**src/rtl/sample_reader.sv**
```systemverilog
// Snapshot a packed bank of N samples on start, then stream them out one per
// valid/ready handshake while accumulating their sum; done pulses at pass end.
module sample_reader #(
    parameter int DATA_WIDTH = 12,
    parameter int N          = 14,
    parameter int IDX_W      = 4
) (
    input  logic                        clk,
    input  logic                        rst,
    input  logic                        start,
    input  logic [N*DATA_WIDTH-1:0]     in_smpls,
    output logic [DATA_WIDTH-1:0]       out_smpl,
    output logic [IDX_W-1:0]            out_idx,
    output logic                        out_valid,
    input  logic                        out_ready,
    output logic                        busy,
    output logic                        done,
    output logic [DATA_WIDTH+IDX_W-1:0] sum
);

    localparam int SW = DATA_WIDTH + IDX_W;

    typedef enum logic [1:0] {
        IDLE = 2'd0,
        SEND = 2'd1,
        DONE = 2'd2
    } state_t;

    state_t                r_state;
    state_t                w_state_nxt;
    logic [DATA_WIDTH-1:0] r_bank [N];
    logic [SW-1:0]         r_acc;
    logic [IDX_W-1:0]      r_idx;
    logic [DATA_WIDTH-1:0] r_smpl;
    logic                  r_valid;
    logic                  r_busy;
    logic                  r_done;
    logic [SW-1:0]         r_sum;

    logic                  w_load;
    logic                  w_last;
    logic [IDX_W-1:0]      w_idx_inc;
    logic [SW-1:0]         w_acc_nxt;
    logic [IDX_W-1:0]      w_idx_nxt;
    logic [DATA_WIDTH-1:0] w_smpl_nxt;
    logic                  w_valid_nxt;
    logic                  w_busy_nxt;
    logic                  w_done_nxt;
    logic [SW-1:0]         w_sum_nxt;

    assign w_last    = (r_idx == IDX_W'(N - 1));
    assign w_idx_inc = r_idx + IDX_W'(1);

    // FSM state register
    always_ff @(posedge clk or negedge rst) begin
        if (!rst) begin
            r_state <= IDLE;
        end else begin
            r_state <= w_state_nxt;
        end
    end

    // Next-state and next-output decode
    always_comb begin
        w_state_nxt = r_state;
        w_load      = 1'b0;
        w_acc_nxt   = r_acc;
        w_idx_nxt   = r_idx;
        w_smpl_nxt  = r_smpl;
        w_valid_nxt = r_valid;
        w_busy_nxt  = r_busy;
        w_done_nxt  = 1'b0;
        w_sum_nxt   = r_sum;
        case (r_state)
            IDLE: begin
                if (start) begin
                    w_state_nxt = SEND;
                    w_load      = 1'b1;
                    w_acc_nxt   = {SW{1'b0}};
                    w_idx_nxt   = {IDX_W{1'b0}};
                    w_smpl_nxt  = in_smpls[DATA_WIDTH-1:0];
                    w_valid_nxt = 1'b1;
                    w_busy_nxt  = 1'b1;
                end else begin
                    w_valid_nxt = 1'b0;
                    w_busy_nxt  = 1'b0;
                end
            end
            SEND: begin
                if (out_ready) begin
                    // The sample leaving on this edge is counted in the same edge
                    w_acc_nxt = r_acc + {{IDX_W{1'b0}}, r_smpl};
                    if (w_last) begin
                        w_state_nxt = DONE;
                        w_valid_nxt = 1'b0;
                        w_done_nxt  = 1'b1;
                        w_sum_nxt   = w_acc_nxt;
                    end else begin
                        w_idx_nxt  = w_idx_inc;
                        w_smpl_nxt = r_bank[w_idx_inc];
                    end
                end else begin
                    w_state_nxt = SEND;
                end
            end
            DONE: begin
                w_state_nxt = IDLE;
                w_idx_nxt   = {IDX_W{1'b0}};
                w_busy_nxt  = 1'b0;
            end
            default: begin
                w_state_nxt = IDLE;
                w_idx_nxt   = {IDX_W{1'b0}};
                w_valid_nxt = 1'b0;
                w_busy_nxt  = 1'b0;
            end
        endcase
    end

    // Registered datapath and status outputs
    always_ff @(posedge clk or negedge rst) begin
        if (!rst) begin
            r_acc   <= {SW{1'b0}};
            r_idx   <= {IDX_W{1'b0}};
            r_smpl  <= {DATA_WIDTH{1'b0}};
            r_valid <= 1'b0;
            r_busy  <= 1'b0;
            r_done  <= 1'b0;
            r_sum   <= {SW{1'b0}};
        end else begin
            r_acc   <= w_acc_nxt;
            r_idx   <= w_idx_nxt;
            r_smpl  <= w_smpl_nxt;
            r_valid <= w_valid_nxt;
            r_busy  <= w_busy_nxt;
            r_done  <= w_done_nxt;
            r_sum   <= w_sum_nxt;
        end
    end

    // Snapshot bank, captured only when a pass is accepted
    always_ff @(posedge clk or negedge rst) begin
        if (!rst) begin
            for (int i = 0; i < N; i++) begin
                r_bank[i] <= {DATA_WIDTH{1'b0}};
            end
        end else if (w_load) begin
            for (int i = 0; i < N; i++) begin
                r_bank[i] <= in_smpls[i*DATA_WIDTH +: DATA_WIDTH];
            end
        end else begin
            for (int i = 0; i < N; i++) begin
                r_bank[i] <= r_bank[i];
            end
        end
    end

    assign out_smpl  = r_smpl;
    assign out_idx   = r_idx;
    assign out_valid = r_valid;
    assign busy      = r_busy;
    assign done      = r_done;
    assign sum       = r_sum;

endmodule

```
**config.mk**
```make
export PLATFORM = sky130hd
export DESIGN_NAME = sample_reader
export DESIGN_NICKNAME = d
export VERILOG_FILES = /design/src/rtl/sample_reader.sv
export SDC_FILE = /design/constraint.sdc
export NUM_CORES = 1
export LEC_CHECK = 0
export CAP_MARGIN = 15
export CORE_MARGIN = 10
export CORE_UTILIZATION = 47
export CTS_CLUSTER_SIZE = 16
export DETAILED_ROUTE_END_ITERATION = 16
export GPL_TIMING_DRIVEN = 0
export PLACE_DENSITY = 0.77
export SETUP_SLACK_MARGIN = 0.1
export SYNTH_ARGS = -nofsm -noshare
export SYNTH_HDL_FRONTEND = slang
export SYNTH_SLANG_ARGS = --single-unit
```
**constraint.sdc**
```tcl
create_clock -name clk -period 2.4 [get_ports clk]
set_clock_uncertainty 0.2 [all_clocks]
set_input_delay 0.48 -clock clk [delete_from_list [all_inputs] [get_ports clk]]
set_output_delay 0.48 -clock clk [all_outputs]
set_load 0.005 [all_outputs]
```
==> results.md, run 1 <==
* DR iter-0 viols at 451
* Inst Count DP at 1278
* Max Cap Viol at 0
* Via count at 7400
* Main combinational cell family by area after synthesis: multiplexers
* Final wirelength at 29.39 mm
* Clk buf depth at 3
* Drt first pass iters at 5
* Post-DP Area at 12960 um^2
* HP Start: sum[1]$_DFFE_PN0P_
* Finished Cell Area at 14070 um^2
* Vias in the first global route at 7913
* CTS H-tree lvls at 1
* Unique masters post-synth at 50
* CTS tree: built
* Post-Syn Instances at 791
* Yosys top cell by area: dfrtp_1
* Core Area at 21890 um^2
* PortBufs at 206
* Compound-gate portion of the synthesized area at 7.191%
* Synth Register Bits at 221
* Top cells by count, synth: dfrtp_1, mux2_2, nand2_1
* Most area-consuming cells after synthesis: dfrtp_1, mux2_2, mux4_2
* R2r setup slk at -0.07 ns
* Status: finished with violations
* Largest net degree at the start of global routing at 114
* Failing checks: setup timing
* Fin cells at 1331
* GRT Util Overall at 20.11%
* IR drop worst, VDD at 754.3 uV
* Die Wd at 169.5 um
* Layout area overhead at 33.91%
* Core Util, Final at 64.28%
* Power per cell area at 1412 nW/um^2
* Main synth FF type: dfrtp_1
* Hold Crit Depth at 2
* Clk pin slew, worst setup/hold paths at 0.06 ns
* Post-synthesis sequential area ratio at 52.63%
* WL/cell at 22.08 um
* Worst-path fanout max at 4
* Share of cells above drive strength 1 at 33.43%
* Crit path required time at 2.63 ns
* Die Y at 169.5 um
* Global route total overflow at 0
* Synth Area in XOR/XNOR at 1.333%
* Post-Synth Adder-Cell Area at 1.857%
* Path depth of the worst reg2reg path at 8
* Via density per instance at 5.560
* Max Clk Rate at 404.4 MHz
* Post-synth net total at 978
* Count leader, synth: dfrtp_1
* Max-slew violation count at 0
* IO Pins at 207
* Post-synthesis mux area share at 27.50%
* Worst skew pair latency at 0.51 ns
* Clock tree root buffer cell: clkbuf_16
* Worst-margin pin slew at 0.8503 ns
* Min-delay worst type: flip-flop to flip-flop
* YS warnings at 0
* Routability congestion estimate at 0.8722
* CTS Buf Count at 24
* # clock sinks at 221
* Capturing point of the worst reg2reg path: sum[14]$_DFFE_PN0P_
* Detailed placement HPWL at 22.31 mm
* Worst EP arrival at 2.70 ns
* Post-synth EDFFs at 0
* Rows at 54
* FFs w/ async S/R, synth at 100.0%
* Setup crit end kind: flip-flop
* Tot Pwr at 19.87 mW
* Mean Syn Cell Area at 13.29 um^2
* Final Worst Setup Slack at -0.07266 ns
* Post-synthesis cell area at 10510 um^2
* Crit Path Category: flip-flop to flip-flop
* First-pass GRT wire length at 45.47 mm
* Initial Util at 48.01%
* Setup violators final at 7
* Simple-gate area share of the yosys netlist at 6.025%
* Setup crit start kind: flip-flop
* Max-Slew Margin vs Limit at 43.31%
* Final period utilization at 103.0%
* Reg-to-Reg Start: out_smpl[0]$_DFFE_PN0P_
* Final Hold Fails at 0
* Die area at 28740 um^2
* Unrepaired setup endpoints after global routing: true
* Fin nets at 1217
* Lkg Pwr at 5.832 nW
* Remaining DRCs at 0
* Hold Path End: sum[1]$_DFFE_PN0P_
* Final min period at 2.473 ns
* Antenna violations before repair at 5
* Final ANT Viol Nets at 0
* Synth top area share at 52.63%
cell type report:
class | count | area [um^2]
timing repair buffer | 213 | 2142
fill | 1654 | 7819
sequential | 221 | 5534
buffer | 49 | 405.4
tap | 280 | 350.3
antenna | 4 | 10.01
clock buffer | 38 | 784.5
inverter | 8 | 30.03
clock inverter | 5 | 52.55
multi-input combinational | 513 | 4763
kinds of logic (layout without fill, tap and decap cells):
group,after synthesis,in the layout
fa+ha+maj,15,15
buf+inv,57,313
mux,221,221
flops,221,221
xor+xnor,16,16
compound gates,119,119
other cells,0,4
simple gates,142,142
worst max-delay path, cell delays in order (launching register included):
cell      delay [ns]
dfrtp_1         0.40
ha_2            0.20
fa_2            0.36
a211o_1         0.32
a211oi_2        0.26
buf_4           0.16
nor4_2          0.04
or3_1           0.32
a31oi_1         0.13
report_power, final:
part	internal [mW]	switching, mW	total [mW]
combinational	5.14	4.29	9.43
clock	2.34	1.49	3.83
sequential	5.53	1.08	6.61
total	13.0	6.87	19.9
through the flow:
stage          hold slack [ns]  setup WS (ns)   TNS, ns
2_1_floorplan         -0.01559        0.09813         0
3_3_place_gp            0.2627         -8.804  -1979.05
3_5_place_dp            0.2672        -0.4317    -37.79
4_1_cts                 0.2817        -0.1392   -0.7065
5_1_grt                 0.3025        -0.1494   -0.9620
6_report                0.2776       -0.07266   -0.3683
per-layer routing:
| metal | vias to the layer above | wire length [um] | global-route usage, % |
|---|---|---|---|
| met5 | - | 12 | 0 |
| met4 | 2 | 735 | 5.704 |
| met3 | 51 | 2007 | 5.234 |
| met2 | 237 | 14600 | 33.53 |
| met1 | 3739 | 12030 | 25.33 |
| li1 | 3371 | - | - |
cells in the final DEF, fill, tap and decap left out, drive strengths merged, types with 2 or more instances in the layout:
| master | synthesis | layout |
|---|---|---|
| xor2 | 7 | 7 |
| and3 | 2 | 2 |
| mux2 | 182 | 182 |
| o21bai | 2 | 2 |
| or2 | 3 | 3 |
| dfrtp | 221 | 221 |
| inv | 8 | 8 |
| o21ai | 34 | 34 |
| nand2 | 72 | 72 |
| nor3 | 2 | 2 |
| xnor2 | 9 | 9 |
| a211oi | 3 | 3 |
| clkbuf | 6 | 48 |
| o211ai | 3 | 3 |
| ha | 14 | 14 |
| mux4 | 36 | 36 |
| a21oi | 38 | 38 |
| buf | 43 | 46 |
| clkdlybuf4s50 | 0 | 205 |
| a21o | 6 | 6 |
| nand3 | 15 | 15 |
| a22o | 11 | 11 |
| mux2i | 3 | 3 |
| clkinv | 0 | 3 |
| diode | 0 | 4 |
| nor2 | 26 | 26 |
| nand2b | 13 | 13 |
| a31oi | 15 | 15 |
| or3 | 5 | 5 |
state kept, by name, summed over array words and instances, names as in the netlist:
name       count
busy           1
done           1
out_idx        4
out_smpl      12
out_valid      1
r_acc         16
r_bank       168
r_state        2
sum           16
worst max path at each step:
stage / from / to / slack (ns) / cells after the start
after floorplan: out_smpl[0]$_DFFE_PN0P_ / sum[12]$_DFFE_PN0P_ / 0.1 / 8
after global placement: rst / r_bank[108]$_DFFE_PN0P_ / -8.80 / 1
after detailed placement: out_idx[1]$_DFFE_PN0P_ / out_smpl[3]$_DFFE_PN0P_ / -0.43 / 8
after CTS: out_smpl[0]$_DFFE_PN0P_ / sum[12]$_DFFE_PN0P_ / -0.14 / 8
after global routing: out_smpl[0]$_DFFE_PN0P_ / r_acc[8]$_DFFE_PN0P_ / -0.15 / 8
final: out_smpl[0]$_DFFE_PN0P_ / sum[14]$_DFFE_PN0P_ / -0.07 / 8
repair_timing:
action / 4_1_cts / 5_1_grt
pin swaps: 11 / 9
endpoints found under the hold margin: 108 / 0
setup endpoints to repair: 21 / 147
resized for setup: 29 / 32
hold buffers: 1 / 0
setup buffers: 3 / 2
No activity file was read; power rests on OpenSTA's default activity.
==> run 2, diff against run 1 <==
==> constraint.sdc (replaced) <==
create_clock -name clk -period 2.4 [get_ports clk]
set_clock_uncertainty 0.2 [all_clocks]
set_input_delay 0.48 -clock clk [delete_from_list [all_inputs] [get_ports clk]]
set_output_delay 0.48 -clock clk [all_outputs]
set_load 0.02 [all_outputs]
==> results.md, run 2 (same netlist as run 1, synthesis figures left out) <==
* Antenna violations before repair at 6 (+1)
* Drt first pass iters at 6 (+1)
* Final wirelength at 29.34 mm (-0.17%)
* Largest net degree at the start of global routing at 119 (+4.4%)
* Crit path required time at 2.59 ns (-0.04 ns)
* GRT Util Overall at 19.63% (-0.48 points)
* Routability congestion estimate at 0.8939 (+2.5%)
* Fin nets at 1219 (+0.16%)
* Worst skew pair latency at 0.51 ns (about the same)
* Final period utilization at 106.3% (+3.3 points)
* Worst EP arrival at 2.74 ns (+0.04 ns)
* Hold WS at 0.2723 ns (-0.005337 ns)
* # clock sinks at 221 (unchanged)
* CTS Buf Count at 25 (+4.2%)
* Layout area overhead at 34.25%
* Vias in the first global route at 7679 (-3.0%)
* Post-DP Area at 12970 um^2 (+0.11%)
* Max Clk Rate at 391.9 MHz (-3.1%)
* Area occupied by multi-input gates at 4768 um^2 (+0.10%)
* Worst-margin pin slew at 0.9232 ns (+0.07290 ns)
* Via count at 7377 (-0.31%)
* Final min period at 2.551 ns (+0.07881 ns)
* Max-Slew Margin vs Limit at 38.45% (-4.9 points)
* Max reg flops at 168 (unchanged)
* Most frequent cells in the layout: dfrtp_1, clkdlybuf4s50_1, mux2_2
* Final Worst Setup Slack at -0.1515 ns (-0.07881 ns)
* Top delay family on crit path: compound AO/OA/AOI/OAI gates
* Global route total overflow at 0 (unchanged)
* Remaining DRCs at 0 (unchanged)
* Biggest register: r_bank
* Power per cell area at 1434 nW/um^2 (+1.6%)
* Status: finished with violations
* Lkg Pwr at 5.903 nW (+1.2%)
* Min-delay worst type: flip-flop to flip-flop
* Clk pin slew, worst setup/hold paths at 0.06 ns (about the same)
* Most common cell after layout, fill and taps aside: dfrtp_1
* Filler cells at 1651 (-0.18%)
* Setup crit end kind: flip-flop
* Core Area at 21890 um^2 (unchanged)
* Crit Path Category: flip-flop to flip-flop
* DP Worst Slack at -0.3848 ns (+0.04689 ns)
* Detailed placement HPWL at 21.72 mm (-2.6%)
* Unrepaired setup endpoints after global routing: true
* PortBufs at 206 (unchanged)
* Initial Util at 48.01% (unchanged)
* Share of cells above drive strength 1 at 32.79% (-0.64 points)
* Clk buf depth at 3 (unchanged)
* CTS tree: built
* Setup violators final at 6 (-1)
* Die Y at 169.5 um (unchanged)
* First-pass GRT wire length at 44.30 mm (-2.6%)
* Rows at 54 (unchanged)
* Worst-path fanout max at 2 (-2)
* Max Cap Viol at 0 (unchanged)
* Flip-flop and latch area at 5535 um^2 (about the same)
* Failing checks: setup timing
* Via density per instance at 5.538 (-0.39%)
* Fin cells at 1332 (+0.075%)
* Inst Count DP at 1278 (unchanged)
* Crit-path max cell delay at 0.43 ns (+0.03 ns)
* IO Pins at 207 (unchanged)
* Final Hold Fails at 0 (unchanged)
* Setup crit start kind: flip-flop
* CP Buf/Inv Count at 0 (-1)
* Max-slew violation count at 0 (unchanged)
* CTS H-tree lvls at 1 (unchanged)
* Worst path slowest cell: dfrtp_2
* WL/cell at 22.03 um (-0.24%)
* Critical Path Most Common Cell: o21ai_1
* CP Cell Sequence: ha_4, fa_2, a211o_1, a211oi_2, o21ai_1, a21oi_1, xor2_1, o21ai_1
* IR drop worst, VDD at 652.1 uV (-14%)
* Die area at 28740 um^2 (unchanged)
* Clock tree root buffer cell: clkbuf_16
* Final ANT Viol Nets at 0 (unchanged)
* Die Wd at 169.5 um (unchanged)
* Finished Cell Area at 14110 um^2 (+0.26%)
* Tot Pwr at 20.24 mW (+1.8%)
* DR iter-0 viols at 506 (+12%)
==> run 2: cell types whose count changed in the layout (fill, tap and decap cells not counted), sizes merged <==
| cell | previous run | this run |
|---|---|---|
| clkdlybuf4s50 | 205 | 196 |
| dlymetal6s2s | 0 | 7 |
| buf | 46 | 48 |
| bufinv | 1 | 3 |
| clkbuf | 48 | 46 |
| dlygate4sd2 | 0 | 2 |
| clkinv | 3 | 4 |
| clkinvlp | 1 | 0 |
| diode | 4 | 3 |
==> run 2: final cells by class <==
cell class | instances | share of cell area [%]
antenna | 3 | 0.05321
sequential | 221 | 39.23
timing repair buffer | 214 | 15.40
multi-input combinational | 513 | 33.80
clock inverter | 7 | 0.7804
tap | 280 | 2.483
clock buffer | 37 | 5.250
inverter | 8 | 0.2128
buffer | 49 | 2.794
==> run 2: per-layer routing <==
| layer | up-vias | wire, um | GRT usage, % |
|---|---|---|---|
| li1 | 3364 | - | - |
| met1 | 3729 | 11970 | 24.83 |
| met2 | 231 | 14480 | 32.39 |
| met3 | 47 | 2155 | 5.442 |
| met4 | 6 | 691 | 5.516 |
| met5 | - | 46 | 0 |
==> run 2: worst reg2reg max path: stages (launching register included) <==
cell	delay (ns)
dfrtp_2	0.43
ha_4	0.17
fa_2	0.34
a211o_1	0.31
a211oi_2	0.25
o21ai_1	0.14
a21oi_1	0.17
xor2_1	0.29
o21ai_1	0.13
==> run 2: path summary, 6_finish.rpt <==
check / start / to / slack (ns) / depth (start not counted)
max: out_smpl[0]$_DFFE_PN0P_ / sum[10]$_DFFE_PN0P_ / -0.15 / 8
min: sum[6]$_DFFE_PN0P_ / sum[6]$_DFFE_PN0P_ / 0.27 / 2
max reg2reg: out_smpl[0]$_DFFE_PN0P_ / sum[10]$_DFFE_PN0P_ / -0.15 / 8
min reg2reg: sum[6]$_DFFE_PN0P_ / sum[6]$_DFFE_PN0P_ / 0.27 / 2
max in group asynchronous: rst / out_smpl[8]$_DFFE_PN0P_ / 0.57 / 3
min in group asynchronous: rst / r_bank[16]$_DFFE_PN0P_ / 0.42 / 2
==> run 2: what timing repair did <==
item	in CTS	in global routing
endpoints found under the setup margin	22	149
buffers inserted	5	2
pin swaps	6	10
gates resized for setup	30	32
cloned	0	0
hold endpoints to repair	117	0
hold buffers	1	0
==> run 2: report_power, final <==
| group | switching, mW | total (mW) | internal, mW |
|---|---|---|---|
| Sequential | 1.06 | 6.59 | 5.53 |
| Combinational | 4.55 | 9.69 | 5.14 |
| Clock | 1.51 | 3.95 | 2.44 |
| Total | 7.12 | 20.2 | 13.1 |
==> run 2: stage by stage <==
stage	utilization, %	TNS [ns]
after floorplan	-	0
after CTS	63.84	-0.4276
after global placement	59.10	-1962.78
after detailed placement	59.25	-33.46
after global routing	64.44	-1.063
final	64.45	-0.6159
